===== src/rtl/fifo_pkg.sv =====
// Shared helpers for the synchronous FIFO: pointer comparison functions used
// to derive the registered full/empty flags from wrap-bit pointers.
package fifo_pkg;

  localparam int PTR_MAX_W = 32;

  typedef logic [PTR_MAX_W-1:0] ptr_ext_t;

  // Pointers are zero-extended into ptr_ext_t so one function serves any depth.
  function automatic logic ptr_empty(input ptr_ext_t wr, input ptr_ext_t rd);
    return wr == rd;
  endfunction

  // Full when the address bits match but the wrap bit (bit addr_w) differs.
  function automatic logic ptr_full(input ptr_ext_t wr, input ptr_ext_t rd, input int addr_w);
    ptr_ext_t diff;
    ptr_ext_t mask;
    diff = wr ^ rd;
    mask = (ptr_ext_t'(1) << addr_w) - ptr_ext_t'(1);
    return ((diff & mask) == '0) && (((diff >> addr_w) & ptr_ext_t'(1)) != '0);
  endfunction

endpackage


===== src/rtl/fifo_mem.sv =====
// Simple dual-port storage for the FIFO: synchronous write, registered read.
// The array itself is never reset; only the read register clears.
module fifo_mem #(
  parameter int DATA_W = 8,
  parameter int DEPTH  = 16,
  localparam int ADDR_W = $clog2(DEPTH)
) (
  input  logic              clock,
  input  logic              resetn,
  input  logic              wr_en,
  input  logic [ADDR_W-1:0] wr_addr,
  input  logic [DATA_W-1:0] wr_data,
  input  logic              rd_en,
  input  logic [ADDR_W-1:0] rd_addr,
  output logic [DATA_W-1:0] rd_data
);

  logic [DATA_W-1:0] mem_reg [DEPTH];
  logic [DATA_W-1:0] rd_data_reg;

  always_ff @(posedge clock) begin
    if (wr_en) begin
      mem_reg[wr_addr] <= wr_data;
    end
  end

  // rd_data holds its last value whenever no read is accepted.
  always_ff @(posedge clock or negedge resetn) begin
    if (!resetn) begin
      rd_data_reg <= '0;
    end else if (rd_en) begin
      rd_data_reg <= mem_reg[rd_addr];
    end
  end

  assign rd_data = rd_data_reg;

endmodule


===== src/rtl/fifo_sync_core.sv =====
// Single-clock FIFO: wrap-bit pointers, registered full/empty/almost flags,
// occupancy count and sticky overflow/underflow error bits.
module fifo_sync_core
  import fifo_pkg::*;
#(
  parameter int DATA_W    = 8,
  parameter int DEPTH     = 16,
  parameter int AFULL_TH  = 12,
  parameter int AEMPTY_TH = 4,
  localparam int ADDR_W   = $clog2(DEPTH),
  localparam int PTR_W    = ADDR_W + 1
) (
  input  logic              clock,
  input  logic              resetn,
  input  logic              wr_en,
  input  logic [DATA_W-1:0] wr_data,
  input  logic              rd_en,
  output logic [DATA_W-1:0] rd_data,
  output logic              full,
  output logic              empty,
  output logic              almost_full,
  output logic              almost_empty,
  output logic [PTR_W-1:0]  count,
  output logic [PTR_W-1:0]  wr_ptr,
  output logic [PTR_W-1:0]  rd_ptr,
  output logic              overflow,
  output logic              underflow,
  input  logic              err_clr
);

  logic [PTR_W-1:0] wr_ptr_reg, wr_ptr_next;
  logic [PTR_W-1:0] rd_ptr_reg, rd_ptr_next;
  logic [PTR_W-1:0] count_reg, count_next;
  logic             full_reg, full_next;
  logic             empty_reg, empty_next;
  logic             afull_reg, afull_next;
  logic             aempty_reg, aempty_next;
  logic             overflow_reg, overflow_next;
  logic             underflow_reg, underflow_next;
  logic             wr_acc;
  logic             rd_acc;

  // Acceptance uses only the registered flags, so a blocked access never moves a pointer.
  always_comb begin
    wr_acc         = wr_en & ~full_reg;
    rd_acc         = rd_en & ~empty_reg;
    wr_ptr_next    = wr_ptr_reg + PTR_W'(wr_acc);
    rd_ptr_next    = rd_ptr_reg + PTR_W'(rd_acc);
    count_next     = wr_ptr_next - rd_ptr_next;
    full_next      = ptr_full(ptr_ext_t'(wr_ptr_next), ptr_ext_t'(rd_ptr_next), ADDR_W);
    empty_next     = ptr_empty(ptr_ext_t'(wr_ptr_next), ptr_ext_t'(rd_ptr_next));
    afull_next     = count_next >= PTR_W'(AFULL_TH);
    aempty_next    = count_next <= PTR_W'(AEMPTY_TH);
    // A set event outranks err_clr in the same cycle.
    overflow_next  = (wr_en & full_reg)  | (overflow_reg  & ~err_clr);
    underflow_next = (rd_en & empty_reg) | (underflow_reg & ~err_clr);
  end

  always_ff @(posedge clock or negedge resetn) begin
    if (!resetn) begin
      wr_ptr_reg    <= '0;
      rd_ptr_reg    <= '0;
      count_reg     <= '0;
      full_reg      <= 1'b0;
      empty_reg     <= 1'b1;
      afull_reg     <= 1'b0;
      aempty_reg    <= 1'b1;
      overflow_reg  <= 1'b0;
      underflow_reg <= 1'b0;
    end else begin
      wr_ptr_reg    <= wr_ptr_next;
      rd_ptr_reg    <= rd_ptr_next;
      count_reg     <= count_next;
      full_reg      <= full_next;
      empty_reg     <= empty_next;
      afull_reg     <= afull_next;
      aempty_reg    <= aempty_next;
      overflow_reg  <= overflow_next;
      underflow_reg <= underflow_next;
    end
  end

  fifo_mem #(
    .DATA_W (DATA_W),
    .DEPTH  (DEPTH)
  ) u_mem (
    .clock   (clock),
    .resetn  (resetn),
    .wr_en   (wr_acc),
    .wr_addr (wr_ptr_reg[ADDR_W-1:0]),
    .wr_data (wr_data),
    .rd_en   (rd_acc),
    .rd_addr (rd_ptr_reg[ADDR_W-1:0]),
    .rd_data (rd_data)
  );

  assign wr_ptr       = wr_ptr_reg;
  assign rd_ptr       = rd_ptr_reg;
  assign count        = count_reg;
  assign full         = full_reg;
  assign empty        = empty_reg;
  assign almost_full  = afull_reg;
  assign almost_empty = aempty_reg;
  assign overflow     = overflow_reg;
  assign underflow    = underflow_reg;

endmodule


===== config.mk =====
export PLATFORM = sky130hd
export DESIGN_NAME = fifo_sync_core
export DESIGN_NICKNAME = d
export VERILOG_FILES = /design/src/rtl/fifo_pkg.sv /design/src/rtl/fifo_mem.sv /design/src/rtl/fifo_sync_core.sv
export SDC_FILE = /design/constraint.sdc
export NUM_CORES = 1
export LEC_CHECK = 0
export ABC_AREA = 1
export BUFFER_PORTS_ARGS = -buffer_cell sky130_fd_sc_hd__buf_2
export CAP_MARGIN = 20
export CORE_MARGIN = 2
export CORE_UTILIZATION = 55
export CTS_BUF_LIST = sky130_fd_sc_hd__clkbuf_4
export DETAILED_ROUTE_END_ITERATION = 8
export PLACE_DENSITY = 0.75
export SYNTH_ARGS = -nofsm -noshare
export SYNTH_HDL_FRONTEND = slang
export SYNTH_SLANG_ARGS = --single-unit
export TNS_END_PERCENT = 1

===== constraint.sdc =====
create_clock -name clock -period 2.5 [get_ports clock]
set_input_delay 0.125 -clock clock [delete_from_list [all_inputs] [get_ports clock]]
set_output_delay 0.125 -clock clock [all_outputs]
set_load 0.01 [all_outputs]

==> impl_results.md <==
* FP Rows at 39
* Reg2Reg Depth at 12
* GRT overflow at 0
* First-pass GRT wire length at between 20 and 25 mm
* Fin. Hold Viols at 0
* Die Wd at 112 microns
* P_leak at approximately 2.8 nW
* Ys Warns at 0
* DR vias/cell at ~5.8
* Post-synth EDFFs at approximately 130
* Clock sinks at around 160
* Commonest cells in the netlist: edfxtp_1, nor2_1, nand2_1, o21ai_0, nand3_1
* Max-cap violations at 0
* Worst Slack Setup Final at 0.109 ns
* I/O Pins at 42
* Setup_tns at 0 ns
* Post-route design area at approximately 7300 sq um
* Slew HR at 0.560
* Clock Tree Buf Depth at 2
* Die height at 112 microns
* Reg2reg end: almost_empty
* IO Port Bufs at 41
* Root buf cell: clkbuf_4
* CTS tree: yes
* DP HPWL at 9.12 mm
* DRT iter0 DRCs at 450
* Synth area leaders: edfxtp_1, dfrtp_1, o21ai_0
* Vias in the first global route at between 4000 and 5000
* RSZ-0062 raised after global routing: false
* Clk Latency, worst-skew pair at 0.54 ns
* R2r setup slk at about 0.11 ns
* Share of the synthesized area in the top cell type at 0.602
* Crit path capture type: register
* Fillers at 851
* Syn Std Cell Area at ~6400 sq um
* Fin nets at 620
* Mean Syn Cell Area at about 12 sq um
* Top-count cell post-synth: edfxtp_1
* GRT Total Usage at 0.237
* Final period utilization at 0.956
* H-Tree Depth at 4
* Clock transition at the registers of the reported paths at 0.12 ns
* Post-Syn Nets at 546
* Post-Synthesis Cells at 529
* Area Growth Syn to Fin at 14.1%
* Routed Antenna Nets at 0
* WP data arrival at about 2.9 ns
* Origin of the critical flop-to-flop path: full
* Fmax achieved at 0.418 GHz
* P per Cell Area at approximately 1200 nW/um^2
* Synth Flop Type: edfxtp_1
* WP data required at 2.97 ns
* Asr flop ratio synth at 0.185
* Fin. max-slew vios at 0
* WL per Instance at 18.9 microns
* Yosys top cell by area: edfxtp_1
* Final worst path period need at 2.39 ns
* DP Worst Slack at 0.0684 ns
* FF+latch area at 4570 sq um
* Min-Delay Path Class: in -> async
* Die area at 12500 sq um
* Area of the multi-input gates at about 1600 sq um
* Total Power at 0.00877 W
* CORE AREA at 11400 sq um
* Final Skew at 0.0209 ns
* Post-DP Area at just under 7000 sq um
* Drt total wl at ~14 mm
* Initial antenna violation count at 0
* Initial Util at 0.562
* Drt first pass iters at 5
* Crit path max fanout at 4
* VDD IR-drop max at 0.690 mV
* Status: complete, no violations
* Post-synth cell types at 26
* Register area share after synthesis at 0.716
* Global placement routability congestion at 0.826
* Setup Viol. Count Final at 0
* DRC viols at 0
* Worst Setup Start Kind: register
* Synth Register Bits at approximately 160
* Largest net degree at the start of global routing at 66
* Worst-Margin Slew at approximately 0.66 ns
* Kind of critical path: reg -> reg
* Antenna diodes at 0
* Vias at 4373
* Ratio of cells with drive above 1 in the final layout at 0.192
* CTS Buf Count at 17
* Max reg flops at 128
==> kinds of logic after synthesis <==
group / share of synthesized area
AOI/OAI and AO/OA: 0.0979
xor gates and xnor gates: 0.00274
adders and majority gates: 0.00784
buffers and inverters: 0.0355
DFF: 0.716
and+or+nand+nor: 0.140
==> worst max-delay path, stage by stage (launching register included) <==
cell and delay [ns]:
dfrtp_1 0.42, nor2_2 0.19, ha_2 0.25, ha_1 0.30, inv_1 0.08, nand2_1 0.07, nand2_1 0.06, inv_1 0.06
ha_1 0.31, or2_2 0.31, nand3_1 0.09, nand3_1 0.08, nor2_2 0.11
==> worst max-delay path by stage <==
stage / slack (ns) / from / end
2_1_floorplan: 0.28 / full / almost_empty
3_3_place_gp: 0.23 / full / almost_empty
3_5_place_dp: 0.07 / full / almost_full
4_1_cts: 0.01 / full / almost_full
5_1_grt: 0.001 / full / almost_full
6_report: 0.11 / full / almost_empty
==> metal layers <==
layer	global-route usage	wire, microns
met5	0	0
met4	0.0979	241
met3	0.0506	1080
met2	0.385	7050
met1	0.315	5980
==> report_power, final <==
group	internal (W)	total (W)	switching, W
registers	0.00330	0.00357	0.000265
logic	0.00119	0.00364	0.00245
clock network	0.000752	0.00157	0.000818
==> stage by stage <==
stage / hold slack (ns) / util / instances
5_1_grt: 0.152 / 0.641 / 759
3_5_place_dp: 0.189 / 0.603 / 714
3_3_place_gp: 0.180 / 0.603 / 714
2_1_floorplan: -0.171 / - / 529
4_1_cts: 0.137 / 0.640 / 759
6_report: 0.142 / 0.641 / 759
==> placed cells by master, fill, tap and decap left out, drive strengths merged <==
master         n
a21oi          2
buf           67
bufinv         3
clkbuf        23
clkinv         6
clkinvlp       1
dfrtp         27
dfstp          2
dlygate4sd3   13
edfxtp       128
ha             4
inv           29
nand2         79
nand3         39
nand3b         1
nand4          4
nor2          87
o21ai         65
o221ai        32
o22ai          1
or2            1
xor2           2
==> area by class of cell <==
type / instances / area share
multi-input combinational: 317 / 0.219
clock buffer: 23 / 0.0237
sequential: 157 / 0.628
clock inverter: 9 / 0.0165
tap: 143 / 0.0246
timing repair buffer: 80 / 0.0728
inverter: 30 / 0.0155
==> what timing repair did <==
item / CTS / global route
hold buffers: 13 / 0
endpoints found under the setup margin: 0 / 3
hold endpoints to repair: 160 / 0
setup buffers: 0 / 0
resized for setup: 0 / 3
Power figures use the tool's default switching activity.
